`src/rtl/display_capture.sv`:
```
// display_capture: snoops CPU register-file writes to one watched register and
// presents a rate-limited, optionally saturated 16-bit half of the captured
// value to a 4-digit seven-segment driver.
//
// Ports:
//   clock_100Mhz      in   1   system clock
//   reset             in   1   synchronous, active-high reset
//   reg_write         in   1   register-file write enable
//   write_reg         in   5   destination register index
//   write_data        in  32   write-back data
//   page_btn          in   1   raw push-button; each debounced press toggles page_sel
//   freeze_sw         in   1   raw switch; 1 holds the current display
//   displayed_number  out 16   value shown on the display
//   page_sel          out  1   0 = captured[15:0], 1 = captured[31:16]
//   overflow          out  1   selected half exceeded 9999 at the last update
//   update_pulse      out  1   one-cycle strobe when displayed_number is loaded
module display_capture #(
    parameter logic [4:0]  WATCH_REG       = 5'd10,
    parameter int unsigned DEBOUNCE_CYCLES = 1000000,
    parameter int unsigned UPDATE_DIV_BITS = 18,
    parameter bit          SATURATE        = 1'b1
) (
    input  logic        clock_100Mhz,
    input  logic        reset,
    input  logic        reg_write,
    input  logic [4:0]  write_reg,
    input  logic [31:0] write_data,
    input  logic        page_btn,
    input  logic        freeze_sw,
    output logic [15:0] displayed_number,
    output logic        page_sel,
    output logic        overflow,
    output logic        update_pulse
);

    localparam int unsigned DB_W       = (DEBOUNCE_CYCLES > 1) ? $clog2(DEBOUNCE_CYCLES) : 1;
    localparam logic [DB_W-1:0] DB_MAX = DB_W'(DEBOUNCE_CYCLES - 1);
    // x0 is hardwired to zero, so watching it means capture is disabled
    localparam bit          CAPTURE_EN = (WATCH_REG != 5'd0);
    localparam logic [15:0] MAX_SHOWN  = 16'd9999;

    logic [31:0]                r_captured;
    logic                       r_btn_s1;
    logic                       r_btn_s2;
    logic                       r_frz_s1;
    logic                       r_frz_s2;
    logic [DB_W-1:0]            r_db_cnt;
    logic                       r_db_level;
    logic                       r_db_level_d;
    logic                       r_page_sel;
    logic [UPDATE_DIV_BITS-1:0] r_div;
    logic [15:0]                r_displayed;
    logic                       r_overflow;
    logic                       r_update_pulse;

    logic                       w_btn_rise;
    logic                       w_tick;
    logic [15:0]                w_half;
    logic                       w_ovf;
    logic [15:0]                w_sat;

    // Register-file snoop: last write to the watched register wins
    always_ff @(posedge clock_100Mhz) begin
        if (reset) begin
            r_captured <= 32'd0;
        end else if (CAPTURE_EN && reg_write && (write_reg == WATCH_REG)) begin
            r_captured <= write_data;
        end
    end

    // Two-flop synchronisers for the raw button and switch
    always_ff @(posedge clock_100Mhz) begin
        if (reset) begin
            r_btn_s1 <= 1'b0;
            r_btn_s2 <= 1'b0;
            r_frz_s1 <= 1'b0;
            r_frz_s2 <= 1'b0;
        end else begin
            r_btn_s1 <= page_btn;
            r_btn_s2 <= r_btn_s1;
            r_frz_s1 <= freeze_sw;
            r_frz_s2 <= r_frz_s1;
        end
    end

    // Debounce: accept a new level only after DEBOUNCE_CYCLES differing cycles
    always_ff @(posedge clock_100Mhz) begin
        if (reset) begin
            r_db_cnt     <= '0;
            r_db_level   <= 1'b0;
            r_db_level_d <= 1'b0;
        end else begin
            r_db_level_d <= r_db_level;
            if (r_btn_s2 == r_db_level) begin
                r_db_cnt <= '0;
            end else if (r_db_cnt == DB_MAX) begin
                r_db_level <= r_btn_s2;
                r_db_cnt   <= '0;
            end else begin
                r_db_cnt <= r_db_cnt + DB_W'(1);
            end
        end
    end

    assign w_btn_rise = r_db_level & ~r_db_level_d;

    // Press (not release) toggles the page
    always_ff @(posedge clock_100Mhz) begin
        if (reset) begin
            r_page_sel <= 1'b0;
        end else if (w_btn_rise) begin
            r_page_sel <= ~r_page_sel;
        end
    end

    // Half selection and saturation from registered state only
    always_comb begin
        w_half = r_page_sel ? r_captured[31:16] : r_captured[15:0];
        w_ovf  = (w_half > MAX_SHOWN);
        w_sat  = (SATURATE && w_ovf) ? MAX_SHOWN : w_half;
    end

    assign w_tick = &r_div;

    // Free-running update divider and display load on tick unless frozen
    always_ff @(posedge clock_100Mhz) begin
        if (reset) begin
            r_div          <= '0;
            r_displayed    <= 16'd0;
            r_overflow     <= 1'b0;
            r_update_pulse <= 1'b0;
        end else begin
            r_div          <= r_div + UPDATE_DIV_BITS'(1);
            r_update_pulse <= 1'b0;
            if (w_tick && !r_frz_s2) begin
                r_displayed    <= w_sat;
                r_overflow     <= w_ovf;
                r_update_pulse <= 1'b1;
            end
        end
    end

    assign displayed_number = r_displayed;
    assign page_sel         = r_page_sel;
    assign overflow         = r_overflow;
    assign update_pulse     = r_update_pulse;

endmodule

```
`config.mk`:
```
export PLATFORM = sky130hd
export DESIGN_NAME = display_capture
export DESIGN_NICKNAME = d
export VERILOG_FILES = /design/src/rtl/display_capture.sv
export SDC_FILE = /design/constraint.sdc
export NUM_CORES = 1
export LEC_CHECK = 0
export BUFFER_PORTS_ARGS = -buffer_cell sky130_fd_sc_hd__buf_2
export CAP_MARGIN = 40
export CORE_MARGIN = 8
export CORE_UTILIZATION = 60
export DETAILED_ROUTE_END_ITERATION = 16
export GPL_TIMING_DRIVEN = 0
export PLACE_DENSITY = 0.84
export SYNTH_ARGS = -nofsm -noshare
export SYNTH_HDL_FRONTEND = slang
export SYNTH_SLANG_ARGS = --single-unit
```
`constraint.sdc`:
```
create_clock -name clock_100Mhz -period 5.7 [get_ports clock_100Mhz]
set_input_delay 1.14 -clock clock_100Mhz [delete_from_list [all_inputs] [get_ports clock_100Mhz]]
set_output_delay 1.14 -clock clock_100Mhz [all_outputs]
set_load 0.01 [all_outputs]
```
Word-level counts from Yosys, hierarchy flattened
Cells that the tools add are included.
- muxes and demuxes: 3
- reduce and logical (&&, ||, !) cells: 6
- $mul: 0
- shifts and indexed selects: 0
- bitwise operators: 4
- divide/modulo/power cells: 0
- $lt $le $gt $ge: 1
- equality and inequality tests: 3
- add/sub/neg operators: 2
- operator list (kind ; number):
    two-way mux 16 bit ; 2
    adder 20 x 1 -> 20 bit, second input constant ; 1
    == test 20 bit, second input constant ; 1
    adder 18 x 1 -> 18 bit, second input constant ; 1
    AND reduction 18 bit ; 1
    greater-than comparator 16 x 14 -> 1 bit, second input constant ; 1
    == test 5 x 4 -> 1 bit, second input constant ; 1
    inverter 1 bit ; 3
    OR reduction 3 bit ; 1
    logical AND 1 bit ; 2
    AND reduction 2 bit ; 1
    AND 1 bit ; 1
    == test 1 bit ; 1
    zero test 1 bit ; 1
    two-way mux 1 bit ; 1
- bits of input ports: 42
- latch bits: 0
- memories: 0
- bits in read-only memories: 0
- logic and storage cells: 32
- bits in writable memories: 0
- output and inout port bits: 19
- bits in registers: 95

Longest topological paths before layout
- word-level depth: 3
- mapped depth: 8
- mapped depth without buffers: 6

Least setup slack after synthesis
Ideal clock, no wire load.
- path type: input to register
- start point: input write_reg[2]
- end point: register r_captured[10]
- buffers on the path: 2
- setup slack: 3.402 ns
- arrival time: 2.228 ns
- stages on the path: 6
- cells stage by stage: nor4bb_1 > and3b_1 > clkbuf_1 > clkbuf_1 > nand2_1 > a21oi_1
- longest elaborated chain between the ends: 2
- RTL lines (what ; RTL line ; RTL):
    from (decl) ; 26 ; input logic [4:0] write_reg,
    == test 5 x 4 -> 1 bit ; 66 ; end else if (CAPTURE_EN && reg_write && (write_reg == WATCH_REG)) begin
    logical AND 1 bit ; 66 ;
    to (signal assigned) ; 67 ; r_captured <= write_data;
    to (decl) ; 42 ; logic [31:0] r_captured;
No other way between the ends.
A chain may end at the register's enable or synchronous reset.

Worst setup path in the final report
- start point: input write_reg[2]
- end point: register r_captured[29]
Same word-level chain as after synthesis.

==> flow_summary.toml <==
[clocking]
clkSlewWorstSetupHoldPaths_ns = 0.08
cts-resized-gates = 0
cts.sinks = 95
hold_buffers = 0
root_buffer = "clkbuf_8"
post_cts_buffers = 0
tritoncts = "done"
cts.htree.levels = 3
cts_buffer_depth = 2
numCtsBuffers = 9
insertion_delay_ns = 0.35

[worst_hold_path]
hold_class = "reg -> reg"
hold_path_depth = 1

[setup_path]
cp-start-kind = "input pin"
r2r_setup_slack_ns = 3.54
cp_max_fo = 10
crit_type = "in -> reg"
cpMaxStageDelayCell = "clkbuf_1"
crit_buf_inv = 3
path_depth = 7
reg2regPathDepth = 7
critPathTopFamily = "buffers and inverters"
worst-endpoint-arrival_ns = 2.69
crit_path_max_incr_delay_ns = 0.38
path_common_cell = "clkbuf_1"
crit_path_cell_trace = "buf_2, nor4bb_1, and3b_1, clkbuf_1, clkbuf_1, nand2_1, a21oi_1"
required_ns = 5.98
crit_path_end_kind = "register"

[run_status]
status = "finished, final reports clean"

[floorplanning]
core-area_sq_um = 6350
dieArea_sq_um = 9370
num_io_pins = 61
die_h_um = 96.8
initial_core_util_pct = 61.7
die_width_um = 96.8
std_cell_rows = 29

[layout]
final_cell_area_sq_um = 4560
drive_above_1_share_pct = 16.7
antennaDiodeCount = 0
syn_to_final_growth_pct = 16.4
finalNetCount = 573
fin_util_pct = 71.8
instances_no_fill = 610

[pwr]
p_comb_share_pct = 3.1
switchingPower_mw = 0.245
p_per_area_nw_per_um2 = 273
switching_share_pct = 19.7
vdd_drop_max_mv = 0.177
p_leak_nw = 1.65
intPower_mw = 0.998
clock_power_share_pct = 42.9
power_mw = 1.24
seq_power_share_pct = 54.0

[route]
viasPerCell = 5.57
drt-initial-drc-count = 141
dr.pass1.iters = 5
route.antenna.remaining_nets = 0
wl_per_cell_um = 14.9
vias = 3400
drc = 0
wl_um = 9070

[synthesis]
ys.flop_type = "dfxtp_1"
synth-async-reset-ratio_pct = 0
synth.distinct_cells = 41
synth_top_cell_area_share_pct = 48.6
synth_seq_cells = 95
seq_area_frac_synth_pct = 48.6
syn_inst = 458
syn-cell-area_sq_um = 3920
ys_warn_count = 0
synth_area_per_cell_sq_um = 8.55
synth-edff-count = 0
synthesis.nets = 502
synth_top_area_cell = "dfxtp_1"
yosys-top-cells-area = "dfxtp_1 49%, nand2_1 7.5%, nor2_1 5.8%"

[sta]
tightest_slew_ns = 0.883
min_period_ns = 2.40
whs_ns = 0.449
min_period_over_period_pct = 42.2
setup_ws_ns = 3.30
fmaxAchievable_mhz = 416
final_max_slew_viol_count = 0
fin_tns_setup_ns = 0
fin_skew_ns = 0.00644
relSlewSlack_pct = 40.5
finalSetupViolations = 0
hold_viol_final = 0
rsz0062_at_grt = "false"

[place]
gp_congestion = 0.846
pre_cts_slack_ns = 2.94
numPlacedInstances = 595
post_dp_cell_area_sq_um = 4310
hpwl_um = 6760
port_buffers = 60

[global_route]
busiest_layer = "met2"
grt_overflow_total = 0
met1_usage_pct = 21.4
use_met3_pct = 3.34
use_met2_pct = 34.7
grt_usage_pct = 19.4
grt_first_pass_wirelength_um = 15500
grt_pass1_vias = 3453
grt_max_degree = 15
antenna_found_initial = 0

[run]
drv.max_cap_violation_count = 0
synthesized netlist by cell type (all sizes together), types with 2 or more instances:
library cell,count
dfxtp,95
or3,5
nand3,29
nand2,78
buf,7
nor4b,3
nor4,3
inv,6
xnor2,14
o21ai,4
and3,7
nor2,61
nor2b,9
nor3,7
mux2i,12
and4,3
ha,2
clkbuf,16
mux2,2
a211oi,2
xor2,19
a311oi,7
nand4,14
or2,2
a21oi,40
power groups by stage:
stage | registers [mW] | clock network (mW) | logic (mW)
2_1_floorplan | 0.686 | 0 | 0.0184
3_3_place_gp | 0.687 | 0 | 0.0374
3_5_place_dp | 0.687 | 0 | 0.0386
4_1_cts | 0.671 | 0.539 | 0.0391
5_1_grt | 0.672 | 0.566 | 0.0438
6_report | 0.671 | 0.533 | 0.0389
final timing paths:
| check | start | end |
|---|---|---|
| worst min register to register | r_btn_s1 | r_btn_s2 |
| worst max-delay path | write_reg[2] | r_captured[29] |
| worst min-delay path | r_btn_s1 | r_btn_s2 |
| worst max register to register | r_div[0] | overflow |
sequential cells by signal, indices dropped and copies added, names as in the netlist:
signal and cells:
r_db_cnt 20, r_frz_s2 1, r_frz_s1 1, r_db_level 1, page_sel 1, displayed_number 16, r_captured 32, r_btn_s1 1
r_db_level_d 1, update_pulse 1, overflow 1, r_div 18, r_btn_s2 1
cell usage in the layout (no fill, tap or decap), types with 4 or more instances in the layout:
master,count
clkbuf_8,11
nand2_1,78
a21oi_1,40
xor2_1,19
nor2b_1,9
a311oi_1,7
mux2i_1,12
xnor2_1,14
and3_1,7
nor2_1,60
buf_2,64
dfxtp_1,95
nor3_1,7
or3_1,5
inv_1,6
clkbuf_1,17
nand3_1,29
nand4_1,13
o21ai_0,4
layout make-up:
| class | instances | area [sq um] |
|---|---|---|
| Inverter | 6 | 22.5 |
| Buffer | 23 | 106 |
| Timing Repair Buffer | 60 | 300 |
| Tap cell | 77 | 96.3 |
| Clock buffer | 12 | 155 |
| Sequential cell | 95 | 1900 |
| Fill cell | 500 | 1790 |
| Clock inverter | 3 | 90.1 |
| Multi-Input combinational cell | 334 | 1890 |
layer usage:
| layer | wire (um) | up-vias |
|---|---|---|
| li1 | - | 1701 |
| met1 | 3900 | 1587 |
| met2 | 4640 | 90 |
| met3 | 322 | 22 |
| met4 | 206 | 0 |
| met5 | 0 | - |
worst reg2reg max path, stage by stage, from the launching register on:
cell and delay [ns]:
dfxtp_1 0.36, ha_1 0.21, nand2_1 0.14, or4_4 0.54, buf_6 0.15, or2_4 0.26, buf_2 0.18, a31o_1 0.22
cells by family after synthesis:
family / count (synthesis) / share of synthesized area [%]
buffers and inverters: 29 / 3.29
AO/OA/AOI/OAI: 59 / 9.23
multiplexers: 14 / 3.64
AND/OR/NAND/NOR: 226 / 27.3
flip-flops: 95 / 48.6
XOR/XNOR: 33 / 7.38
adder cells (fa/ha/maj): 2 / 0.639
Note: power is estimated with default switching activity, not from simulation.
